**src/rtl/xcvr_lane_reset_seq.sv**
```systemverilog
// xcvr_lane_reset_seq
// Reset/lock sequencer placed behind the transceiver TX PLL. PLL and CDR lock
// are synchronised and each must hold steady for LOCK_STABLE_CYCLES before the
// lane TX and then RX paths are declared ready. A lock-wait timeout pulse and a
// saturating count of qualified PLL-lock losses are reported upstream.
// STATE exposes the FSM encoding for debug and checker binding.
`timescale 1ns/1ps
module xcvr_lane_reset_seq #(
  parameter int LOCK_STABLE_CYCLES  = 1024,
  parameter int LOCK_TIMEOUT_CYCLES = 65536
) (
  input  logic       CLK,
  input  logic       RESET,
  input  logic       PLL_LOCK,
  input  logic       CDR_LOCK,
  output logic       TX_RESET_N,
  output logic       RX_RESET_N,
  output logic       TX_READY,
  output logic       RX_READY,
  output logic       TIMEOUT,
  output logic [7:0] LOCK_LOST_CNT,
  output logic [2:0] STATE
);

  localparam int CNT_MAX = (LOCK_STABLE_CYCLES > LOCK_TIMEOUT_CYCLES) ?
                           LOCK_STABLE_CYCLES : LOCK_TIMEOUT_CYCLES;
  localparam int CW = $clog2(CNT_MAX);
  localparam logic [CW-1:0] STABLE_LAST  = CW'(LOCK_STABLE_CYCLES - 1);
  localparam logic [CW-1:0] TIMEOUT_LAST = CW'(LOCK_TIMEOUT_CYCLES - 1);

  typedef enum logic [2:0] {
    ST_RST      = 3'd0,
    ST_WAIT_PLL = 3'd1,
    ST_PLL_STAB = 3'd2,
    ST_WAIT_CDR = 3'd3,
    ST_CDR_STAB = 3'd4,
    ST_READY    = 3'd5
  } state_t;

  logic          pll_meta_q, pll_s_q;
  logic          cdr_meta_q, cdr_s_q;
  state_t        state_q, state_d;
  logic [CW-1:0] cnt_q, cnt_d;
  logic          timeout_q, timeout_d;
  logic [7:0]    lost_q, lost_d;
  logic          tx_rst_n_q, tx_rst_n_d;
  logic          rx_rst_n_q, rx_rst_n_d;
  logic          tx_ready_q, tx_ready_d;
  logic          rx_ready_q, rx_ready_d;
  logic          pll_loss;

  // Two-flop synchronisers; only the second stage feeds the FSM.
  always_ff @(posedge CLK or posedge RESET) begin
    if (RESET) begin
      pll_meta_q <= 1'b0;
      pll_s_q    <= 1'b0;
      cdr_meta_q <= 1'b0;
      cdr_s_q    <= 1'b0;
    end else begin
      pll_meta_q <= PLL_LOCK;
      pll_s_q    <= pll_meta_q;
      cdr_meta_q <= CDR_LOCK;
      cdr_s_q    <= cdr_meta_q;
    end
  end

  // Next-state, shared counter, loss counting and output decode from next state.
  always_comb begin
    state_d   = state_q;
    cnt_d     = cnt_q;
    timeout_d = 1'b0;
    lost_d    = lost_q;
    pll_loss  = 1'b0;
    case (state_q)
      ST_RST: state_d = ST_WAIT_PLL;
      ST_WAIT_PLL: begin
        if (pll_s_q) begin
          state_d = ST_PLL_STAB;
        end else if (cnt_q == TIMEOUT_LAST) begin
          timeout_d = 1'b1;
          cnt_d     = '0;
        end else begin
          cnt_d = cnt_q + CW'(1);
        end
      end
      ST_PLL_STAB: begin
        // A drop here is an unqualified lock, so it is not counted as a loss.
        if (!pll_s_q)                  state_d = ST_WAIT_PLL;
        else if (cnt_q == STABLE_LAST) state_d = ST_WAIT_CDR;
        else                           cnt_d   = cnt_q + CW'(1);
      end
      ST_WAIT_CDR: begin
        if (!pll_s_q) begin
          state_d  = ST_WAIT_PLL;
          pll_loss = 1'b1;
        end else if (cdr_s_q) begin
          state_d = ST_CDR_STAB;
        end
      end
      ST_CDR_STAB: begin
        if (!pll_s_q) begin
          state_d  = ST_WAIT_PLL;
          pll_loss = 1'b1;
        end else if (!cdr_s_q) begin
          state_d = ST_WAIT_CDR;
        end else if (cnt_q == STABLE_LAST) begin
          state_d = ST_READY;
        end else begin
          cnt_d = cnt_q + CW'(1);
        end
      end
      ST_READY: begin
        // PLL loss takes priority over a simultaneous CDR loss.
        if (!pll_s_q) begin
          state_d  = ST_WAIT_PLL;
          pll_loss = 1'b1;
        end else if (!cdr_s_q) begin
          state_d = ST_WAIT_CDR;
        end
      end
      default: state_d = ST_RST;
    endcase

    if (state_d != state_q) cnt_d = '0;
    if (pll_loss && (lost_q != 8'hFF)) lost_d = lost_q + 8'd1;

    // RX reset is released with TX so the CDR can acquire lock.
    tx_rst_n_d = (state_d == ST_WAIT_CDR) || (state_d == ST_CDR_STAB) ||
                 (state_d == ST_READY);
    rx_rst_n_d = tx_rst_n_d;
    tx_ready_d = tx_rst_n_d;
    rx_ready_d = (state_d == ST_READY);
  end

  // FSM state, counter and registered outputs.
  always_ff @(posedge CLK or posedge RESET) begin
    if (RESET) begin
      state_q    <= ST_RST;
      cnt_q      <= '0;
      timeout_q  <= 1'b0;
      lost_q     <= 8'd0;
      tx_rst_n_q <= 1'b0;
      rx_rst_n_q <= 1'b0;
      tx_ready_q <= 1'b0;
      rx_ready_q <= 1'b0;
    end else begin
      state_q    <= state_d;
      cnt_q      <= cnt_d;
      timeout_q  <= timeout_d;
      lost_q     <= lost_d;
      tx_rst_n_q <= tx_rst_n_d;
      rx_rst_n_q <= rx_rst_n_d;
      tx_ready_q <= tx_ready_d;
      rx_ready_q <= rx_ready_d;
    end
  end

  assign TX_RESET_N    = tx_rst_n_q;
  assign RX_RESET_N    = rx_rst_n_q;
  assign TX_READY      = tx_ready_q;
  assign RX_READY      = rx_ready_q;
  assign TIMEOUT       = timeout_q;
  assign LOCK_LOST_CNT = lost_q;
  assign STATE         = state_q;

endmodule

```
**config.mk**
```make
export PLATFORM = sky130hd
export DESIGN_NAME = xcvr_lane_reset_seq
export DESIGN_NICKNAME = d
export VERILOG_FILES = /design/src/rtl/xcvr_lane_reset_seq.sv
export SDC_FILE = /design/constraint.sdc
export NUM_CORES = 1
export LEC_CHECK = 0
export BUFFER_PORTS_ARGS = -buffer_cell sky130_fd_sc_hd__clkbuf_2
export CORE_UTILIZATION = 50
export DETAILED_ROUTE_END_ITERATION = 7
export GPL_ROUTABILITY_DRIVEN = 0
export GPL_TIMING_DRIVEN = 0
export HOLD_SLACK_MARGIN = 0.06
export PLACE_DENSITY = 0.72
export SLEW_MARGIN = 20
export SYNTH_ARGS = -nofsm -noshare
export SYNTH_HDL_FRONTEND = slang
export SYNTH_SLANG_ARGS = --single-unit
```
**constraint.sdc**
```tcl
create_clock -name CLK -period 1.9 [get_ports CLK]
set_input_delay 0 -clock CLK [delete_from_list [all_inputs] [get_ports CLK]]
set_output_delay 0 -clock CLK [all_outputs]
set_load 0.02 [all_outputs]
```
==> results of run 1 <==
## layout by cell type (no fill, tap or decap), types with 3 or more instances in the layout
cell type,count
or4_1,3
nor3_1,3
nand4_1,8
a21oi_1,6
dlygate4sd3_1,3
buf_4,16
or2_2,3
nor2_1,4
dfrtp_1,31
clkbuf_8,6
xnor2_1,7
dfrtp_2,3
inv_1,7
a21oi_2,12
nand3_1,8
o31ai_1,4
o21ai_1,6
or3_1,7
buf_6,8
nand2_1,14
clkbuf_2,19
## sequential cells by signal, summed over array words and instances (netlist names)
signal,flops
pll_s_q,1
STATE,3
TX_READY,1
cdr_s_q,1
TIMEOUT,1
cnt_q,16
LOCK_LOST_CNT,8
pll_meta_q,1
RX_READY,1
cdr_meta_q,1
## per-stage QoR
stage | hold slack (ns) | utilization, % | instance area (µm²) | cells | setup WS [ns]
2_1_floorplan | 0.0314 | - | 1860 | 184 | 0.00209
3_3_place_gp | 0.108 | 58.3 | 2010 | 249 | -0.213
3_5_place_dp | 0.110 | 58.3 | 2010 | 249 | -0.233
4_1_cts | 0.350 | 69.4 | 2390 | 272 | -0.0335
5_1_grt | 0.337 | 75.6 | 2600 | 280 | -0.215
6_report | 0.342 | 75.6 | 2600 | 280 | -0.162
## tightest hold or removal path: stages
cell and delay [ns]:
dlygate4sd3_1 0.53, clkbuf_2 0.11, inv_2 0.51
## power groups by stage
stage | clock network (µW) | registers (µW) | logic (µW)
after floorplan | 0 | 988 | 455
after global placement | 0 | 911 | 707
after detailed placement | 0 | 927 | 729
after CTS | 830 | 914 | 897
after global routing | 879 | 935 | 1160
final | 832 | 922 | 1090
## per-layer routing
layer / global-route usage (%) / wire, µm
met5: 0 / 0
met3: 6.75 / 323
met2: 39.9 / 2830
met4: 12.2 / 195
met1: 30.0 / 2070
## what timing repair did
item                                    4_1_cts  5_1_grt
endpoints found under the hold margin        36        0
endpoints found under the setup margin       19       23
pin swaps                                     5       20
gates resized for setup                      24       27
buffers inserted                             12        6
gates cloned                                  0        2
hold buffers                                  3        0
## worst paths after layout
check	slack, ns	end	cells after the start
hold reg to reg	0.35	cdr_s_q	0
min in group CLK	0.34	cdr_meta_q	2
hold / removal	0.34	cdr_meta_q	3
setup / recovery	-0.16	cnt_q[14]	7
max in group asynchronous	1.04	cnt_q[14]	3
setup reg to reg	-0.16	cnt_q[14]	7
## logic make-up (layout without fill, tap and decap cells)
family,count (synthesis),in the layout
xor gates and xnor gates,9,9
buffers and inverters,16,65
AOI/OAI and AO/OA,44,45
and+or+nand+nor,78,78
muxes,1,1
DFF,34,34
adders and majority gates,2,2
## layout make-up
type,count,area (µm²)
inverter,8,30.0
buffer,8,82.6
clock buffer,6,82.6
sequential,34,855
multi-input combinational,135,1120
clock inverter,2,60.1
timing repair buffer,41,313
tap,46,57.6
fill,221,841
==> results.cfg, run 1 <==
[sta]
setup_viol = 20
rsz0062_at_grt = yes
slew_headroom_pct = 52.9
finalHoldViolations = 0
final-max-slew-violation-count = 0
period_share_pct = 109
setup_ws_ns = -0.162
tightest_slew_ns = 0.706
tns_ns = -2.02
clock_skew_ns = 0.0102
min_period_ns = 2.06
fmax_mhz = 485

[setup_path]
cp.required_ns = 2.07
slowest_stage = dfrtp_2
critPathMaxFanout = 10
cp_cell_sequence = buf_6 -> nor2b_1 -> a31oi_1 -> a21oi_2 -> a32oi_4 -> buf_6 -> a21oi_2
r2r_start = STATE[2]
end_kind = flop
cp-startpoint = STATE[2]
arrival_ns = 2.23
cp-start-kind = flop
crit_type = flop to flop
crit_buf_inv = 2
cp_slowest_stage_delay_ns = 0.47
crit_family = compound AO/OA/AOI/OAI gates

[yosys]
ys_ff_latch = 34
synthXorXnorAreaFrac_pct = 4.25
async_flop_share_pct = 100
seq_area_frac_synth_pct = 45.9
synth_area_leaders = dfrtp_1 46%, a21oi_1 4.9%, xnor2_1 3.8%
synth_fp_nets = 190
synth_compound_area_share_pct = 17.2
synth_top_area_share_pct = 45.9
synth_commonest_cells = 34 x dfrtp_1, 18 x a21oi_1, 14 x nand2_1, 10 x nand3_1, 9 x or3_1
avgSynthCellArea_um2 = 10.1
yosysMostFrequentCell = dfrtp_1
yosysTopAreaCell = dfrtp_1
synth.distinct_cells = 46
synth.area.mux_share_pct = 0.607
synth_top_family_by_area = simple AND/OR/NAND/NOR gates
synth-simple-area-share_pct = 25.7
ys_warn_count = 0
syn_inst = 184
synth_edf_count = 0
synth_area_mm2 = 0.00185
ys.flop_type = dfrtp_1
synth-adder-area-share_pct = 1.35

[grt]
antenna_found_initial = 0
grt_pass1_vias = 1621
grt_max_degree = 35
overflow = 0
gr-usage-all-layers_pct = 24.7
grt_first_pass_wirelength_mm = 7.50

[die]
fp.dieW_um = 62.9
dieArea_mm2 = 0.00396
ios = 20
core-area_mm2 = 0.00344
row_count = 21
start_util_pct = 53.9
die_h_um = 62.9

[power_and_ir_drop]
pwr-share-clk_pct = 29.2
pwr-share-seq_pct = 32.4
share_comb_of_total_power_pct = 38.4
p_per_area_mw_per_mm2 = 1090
finalPower_uw = 2850
switchingPower_uw = 988
p_int_uw = 1860
cellLeakagePower_uw = 0.00105
ir_worst_vdd_mv = 0.677
switching_share_pct = 34.7

[drt]
detail_route.first_pass.iterations = 5
routed_wl_mm = 5.42
vias = 1740
ant_nets = 0
drc = 0
via_per_inst = 6.21
drtIter0Drc = 193
routedWlPerCell_um = 19.4

[final_layout]
fin_nets = 239
drive_above_1_share_pct = 43.2
area_delta_synth_final_pct = 40.3
diodes = 0

[min_path]
hold_class = primary input to asynchronous set/reset pin

[place]
port_buffers = 19
dp_hpwl_mm = 2.82

[cts]
htreeDepth = 2
cts_tree = built
cts_buffers = 5
cts_root_buffer = clkbuf_8
cts_buffer_depth = 2
path_clk_slew_ns = 0.08
clock_sinks = 34
clk_latency_ns = 0.30

[outcome]
outcome = finished, violations left
violations = setup timing

[flow_run]
drv_cap = 0
(Power assumes the default switching activity.)
==> inputs of run 2 (changes only) <==
--- a/config.mk
+++ b/config.mk
@@ -13,3 +13,5 @@
 export HOLD_SLACK_MARGIN = 0.06
+export MAX_ROUTING_LAYER = met4
 export PLACE_DENSITY = 0.72
+export SKIP_LAST_GASP = 1
 export SLEW_MARGIN = 20
==> constraint.sdc (replaced) <==
create_clock -name CLK -period 1.9 [get_ports CLK]
set_input_delay 0.095 -clock CLK [delete_from_list [all_inputs] [get_ports CLK]]
set_output_delay 0.095 -clock CLK [all_outputs]
set_load 0.02 [all_outputs]
==> run 2 against run 1 <==
- the run still ends with setup timing left
- count of clock-buffer cells in the layout is the same
- worst hold slack gained 0.0094 ns
- wire length up 1.2%
- sequential share of layout area is 0.11 points lower
- clock power barely moved
- sequential cell count unchanged
- first-iteration DRC count down 3.6%
- clock skew shrank 0.0017 ns
- register-to-register slack better by 0.03 ns
- critical path depth fell by 1
- non-clock buffer count up 2
- final cell count rose by 0.71%
==> results.cfg, run 2 (synthesis gave the netlist of run 1 again) <==
[outcome]
outcome = finished, violations left
violations = setup timing

[final_layout]
utilization_pct = 75.8
diodes = 0
drive_above_1_share_pct = 43.2
layout_commonest_cell = dfrtp_1
largest_register_ffs = 16
final_cell_mix = 31 x dfrtp_1, 19 x clkbuf_2, 17 x buf_4
largest-register = cnt_q
area_delta_synth_final_pct = 40.8
fin_nets = 241
final_cells = 282

[drt]
wl_met2_mm = 2.82
drc = 0
routed_wl_mm = 5.49
via_per_inst = 6.32
ant_nets = 0
routedWlPerCell_um = 19.5
drtIter0Drc = 186
wirelength_met1_mm = 2.11
routed.top_layer = met4
wl_met3_um = 330
vias = 1782
detail_route.first_pass.iterations = 4

[die]
dieArea_mm2 = 0.00396
die_h_um = 62.9
start_util_pct = 53.9
row_count = 21
core-area_mm2 = 0.00344
fp.dieW_um = 62.9
ios = 20

[flow_run]
drv_cap = 0

[min_path]
hold_class = flop to flop

[cts]
clk_latency_ns = 0.30
clock_sinks = 34
htreeDepth = 2
cts_root_buffer = clkbuf_8
cts_buffer_depth = 2
cts_buffers = 5
cts_tree = built
path_clk_slew_ns = 0.07

[grt]
antenna_found_initial = 0
grt_pass1_vias = 1620
grt_first_pass_wirelength_mm = 7.49
grt_max_degree = 35
overflow = 0
gr-usage-all-layers_pct = 25.4

[sta]
tns_ns = -1.50
fmax_mhz = 493
period_share_pct = 107
finalHoldViolations = 0
setup_ws_ns = -0.130
setup_viol = 16
slew_headroom_pct = 53.0
final-max-slew-violation-count = 0
tightest_slew_ns = 0.704
min_period_ns = 2.03
clock_skew_ns = 0.00851
rsz0062_at_grt = yes

[power_and_ir_drop]
pwr-share-clk_pct = 29.0
pwr-share-seq_pct = 32.2
switching_share_pct = 34.8
share_comb_of_total_power_pct = 38.8
ir_worst_vdd_mv = 0.679
p_int_uw = 1870
switchingPower_uw = 997
p_per_area_mw_per_mm2 = 1100
finalPower_uw = 2860
cellLeakagePower_uw = 0.00106

[setup_path]
crit_type = flop to flop
cp-start-kind = flop
cp.required_ns = 2.11
critPathMaxFanout = 5
arrival_ns = 2.24
end_kind = flop

[place]
place_ws_ns = -0.233
dp_hpwl_mm = 2.82
port_buffers = 19
dpl.cell_count = 249
run 2: cell types whose count changed in the layout (fill, tap and decap cells not counted):
cell | previous run | this run
a21oi_2 | 12 | 11
a21oi_1 | 6 | 7
buf_2 | 0 | 1
buf_4 | 16 | 17
run 2: timing repair:
action,CTS,global route
setup buffers,12,7
pin swaps,4,20
hold buffers,3,0
gates resized for setup,24,26
hold endpoints to repair,36,0
gates cloned,0,3
endpoints found under the setup margin,19,23
run 2: critical path, stage by stage (launching register included):
cell     delay, ns
dfrtp_2       0.43
or4_4         0.56
nor4_4        0.24
a21o_2        0.23
buf_2         0.20
o21ai_1       0.12
a21oi_2       0.16
run 2: per-layer routing:
metal,GRT usage [%],vias to the layer above
met3,6.75,28
met2,40.1,93
met5,-,-
met1,29.9,873
met4,12.2,0
li1,-,788
run 2: stage by stage:
stage / hold WS, ns / instance area [µm²]
2_1_floorplan: 0.126 / 1860
3_3_place_gp: 0.203 / 2010
3_5_place_dp: 0.205 / 2010
4_1_cts: 0.350 / 2390
5_1_grt: 0.358 / 2610
6_report: 0.351 / 2610
run 2: layout make-up:
| class | count | area [µm²] |
|---|---|---|
| Sequential cell | 34 | 855 |
| Inverter | 8 | 30.0 |
| Tap cell | 46 | 57.6 |
| Buffer | 8 | 82.6 |
| Multi-Input combinational cell | 135 | 1120 |
| Fill cell | 217 | 832 |
| Timing Repair Buffer | 43 | 325 |
| Clock buffer | 6 | 82.6 |
| Clock inverter | 2 | 60.1 |
run 2: power groups by stage:
stage	Combinational, µW	Sequential [µW]	Clock (µW)
6_report	1110	922	831
2_1_floorplan	455	988	0
4_1_cts	897	914	830
5_1_grt	1170	935	879
3_3_place_gp	707	911	0
3_5_place_dp	729	927	0
run 2: final timing paths:
path,startpoint,endpoint,slack (ns),cells past startpoint
max reg2reg,cnt_q[14],cnt_q[14],-0.13,6
min reg2reg,cdr_meta_q,cdr_s_q,0.35,0
max,cnt_q[14],cnt_q[14],-0.13,6
max in group asynchronous,RESET,cnt_q[14],0.95,3
min in group asynchronous,RESET,cdr_meta_q,0.44,3
min,cdr_meta_q,cdr_s_q,0.35,0
==> inputs of run 3 (changes only) <==
Settings changed: BUFFER_PORTS_ARGS -buffer_cell sky130_fd_sc_hd__clkbuf_2 to default, DONT_BUFFER_PORTS from default to 1, PLACE_DENSITY 0.72 to 0.68, TNS_END_PERCENT from default to 50.
==> run 3 against run 2 <==
- the flow still finishes with violations (setup timing)
- critical path depth grew 2
- sequential power grew 9.5%
- register-to-register slack improved by 0.05 ns
- first-iteration DRC count down 40%
- maximum frequency increased by 2.5%
- clock skew rose by 0.0037 ns
- core utilization down 4.7 points
- largest cell class unchanged
- largest power group is now registers
==> results.cfg, run 3 (synthesis gave the netlist of run 1 again) <==
[outcome]
outcome = finished, violations left
violations = setup timing

[die]
row_count = 21
die_h_um = 62.9
core-area_mm2 = 0.00344
fp.dieW_um = 62.9
dieArea_mm2 = 0.00396
start_util_pct = 53.9
ios = 20

[final_layout]
largest-register = cnt_q
layout_commonest_cell = dfrtp_1
drive_above_1_share_pct = 36.3
diodes = 0
fillers = 234
multiInputGateArea_mm2 = 0.00112
largest_register_ffs = 16
seqCellArea_um2 = 856
fin_nets = 220
final_cell_mix = 30 x dfrtp_1, 15 x buf_4, 14 x nand2_1
area_delta_synth_final_pct = 32.0

[sta]
final-max-slew-violation-count = 0
period_share_pct = 104
fmax_mhz = 505
hold_ws_ns = 0.352
tightest_slew_ns = 0.700
tns_ns = -0.817
setup_viol = 21
setup_ws_ns = -0.0803
rsz0062_at_grt = yes
slew_headroom_pct = 53.3
min_period_ns = 1.98
finalHoldViolations = 0
clock_skew_ns = 0.0122

[cts]
cts_root_buffer = clkbuf_8
path_clk_slew_ns = 0.07
htreeDepth = 2
cts_buffers = 5
cts_buffer_depth = 2
cts_tree = built
clk_latency_ns = 0.30
clock_sinks = 34

[power_and_ir_drop]
ir_worst_vdd_mv = 0.676
switchingPower_uw = 918
switching_share_pct = 36.1
cellLeakagePower_uw = 0.000955
p_per_area_mw_per_mm2 = 1040
pwr-share-clk_pct = 25.9
share_comb_of_total_power_pct = 34.2
p_int_uw = 1620
pwr-share-seq_pct = 39.9

[place]
port_buffers = 0
dp_hpwl_mm = 2.69
place_ws_ns = -0.275

[grt]
grt_max_degree = 35
antenna_found_initial = 0
gr-usage-all-layers_pct = 25.2
grt_first_pass_wirelength_mm = 7.50
overflow = 0
grt_pass1_vias = 1660

[drt]
drtIter0Drc = 112
vias = 1563
via_per_inst = 5.99
detail_route.first_pass.iterations = 4
routedWlPerCell_um = 16.7
drc = 0
ant_nets = 0
routed_wl_mm = 4.37

[setup_path]
cp-start-kind = flop
crit_type = flop to flop
reg2reg_depth = 8
cp.required_ns = 2.12
endpoint = cnt_q[0]
r2r_start = STATE[0]
cp-startpoint = STATE[0]
critPathMaxFanout = 6
end_kind = flop
rr_endpoint = cnt_q[0]
r2r_slack_ns = -0.08
arrival_ns = 2.20

[min_path]
worstHoldStart = cdr_meta_q
hold_class = flop to flop

[flow_run]
drv_cap = 0
-- run 3: cell types whose count changed in the layout (fill, tap and decap cells not counted), sizes merged --
| cell | previous run | this run |
|---|---|---|
| buf | 28 | 27 |
| clkbuf | 26 | 7 |
| bufinv | 2 | 1 |
-- run 3: worst min-delay path by stage --
stage	slack [ns]	depth (start not counted)	endpoint
floorplan	0.13	0	cdr_meta_q
global placement	0.13	0	cdr_meta_q
detailed placement	0.13	1	LOCK_LOST_CNT[5]
CTS	0.35	1	cdr_meta_q
global route	0.36	1	pll_meta_q
finish	0.35	0	cdr_s_q
-- run 3: power groups by stage --
stage	combinational, µW	sequential [µW]	clock [µW]
after detailed placement	556	1020	0
after CTS	780	1020	659
after floorplan	455	988	0
after global placement	539	1010	0
final	868	1010	657
after global routing	939	1030	700
-- run 3: area by class of cell --
cell class              instances  area share (%)
multi-input cells             135            45.7
flip-flops and latches         34            35.0
repair buffers                 22            8.08
plain buffers                   8            3.37
clock buffers                   7            3.12
well taps                      46            2.35
clock inverters                 1            1.23
inverters                       8            1.23
-- run 3: per-stage QoR --
| step | cells | total power [µW] | instance area (µm²) | util, % |
|---|---|---|---|---|
| global route | 261 | 2670 | 2450 | 71.1 |
| CTS | 256 | 2460 | 2300 | 66.9 |
| finish | 261 | 2540 | 2450 | 71.1 |
| detailed placement | 230 | 1570 | 1910 | 55.6 |
| floorplan | 184 | 1440 | 1860 | - |
| global placement | 230 | 1550 | 1910 | 55.6 |
-- run 3: layer usage --
layer | global-route usage [%] | up-vias | wire length, µm
met3 | 6.57 | 12 | 215
met2 | 39.2 | 51 | 2140
met1 | 31.0 | 762 | 1930
met5 | - | - | 0
met4 | 10.2 | 0 | 83
li1 | - | 738 | -
-- run 3: critical path, cell delays in order (launching register included) --
cell      delay, ns
dfrtp_2        0.46
buf_6          0.15
nor4b_4        0.23
buf_4          0.17
a211oi_4       0.05
a21o_4         0.23
buf_6          0.13
or3b_1         0.34
a21oi_1        0.13
-- run 3: what timing repair did --
| item | 4_1_cts | 5_1_grt |
|---|---|---|
| gates resized for setup | 28 | 25 |
| setup endpoints to repair | 24 | 27 |
| cloned | 3 | 1 |
| pin swaps | 17 | 15 |
| hold endpoints to repair | 36 | 0 |
| buffers inserted | 12 | 4 |
| hold buffers | 3 | 0 |
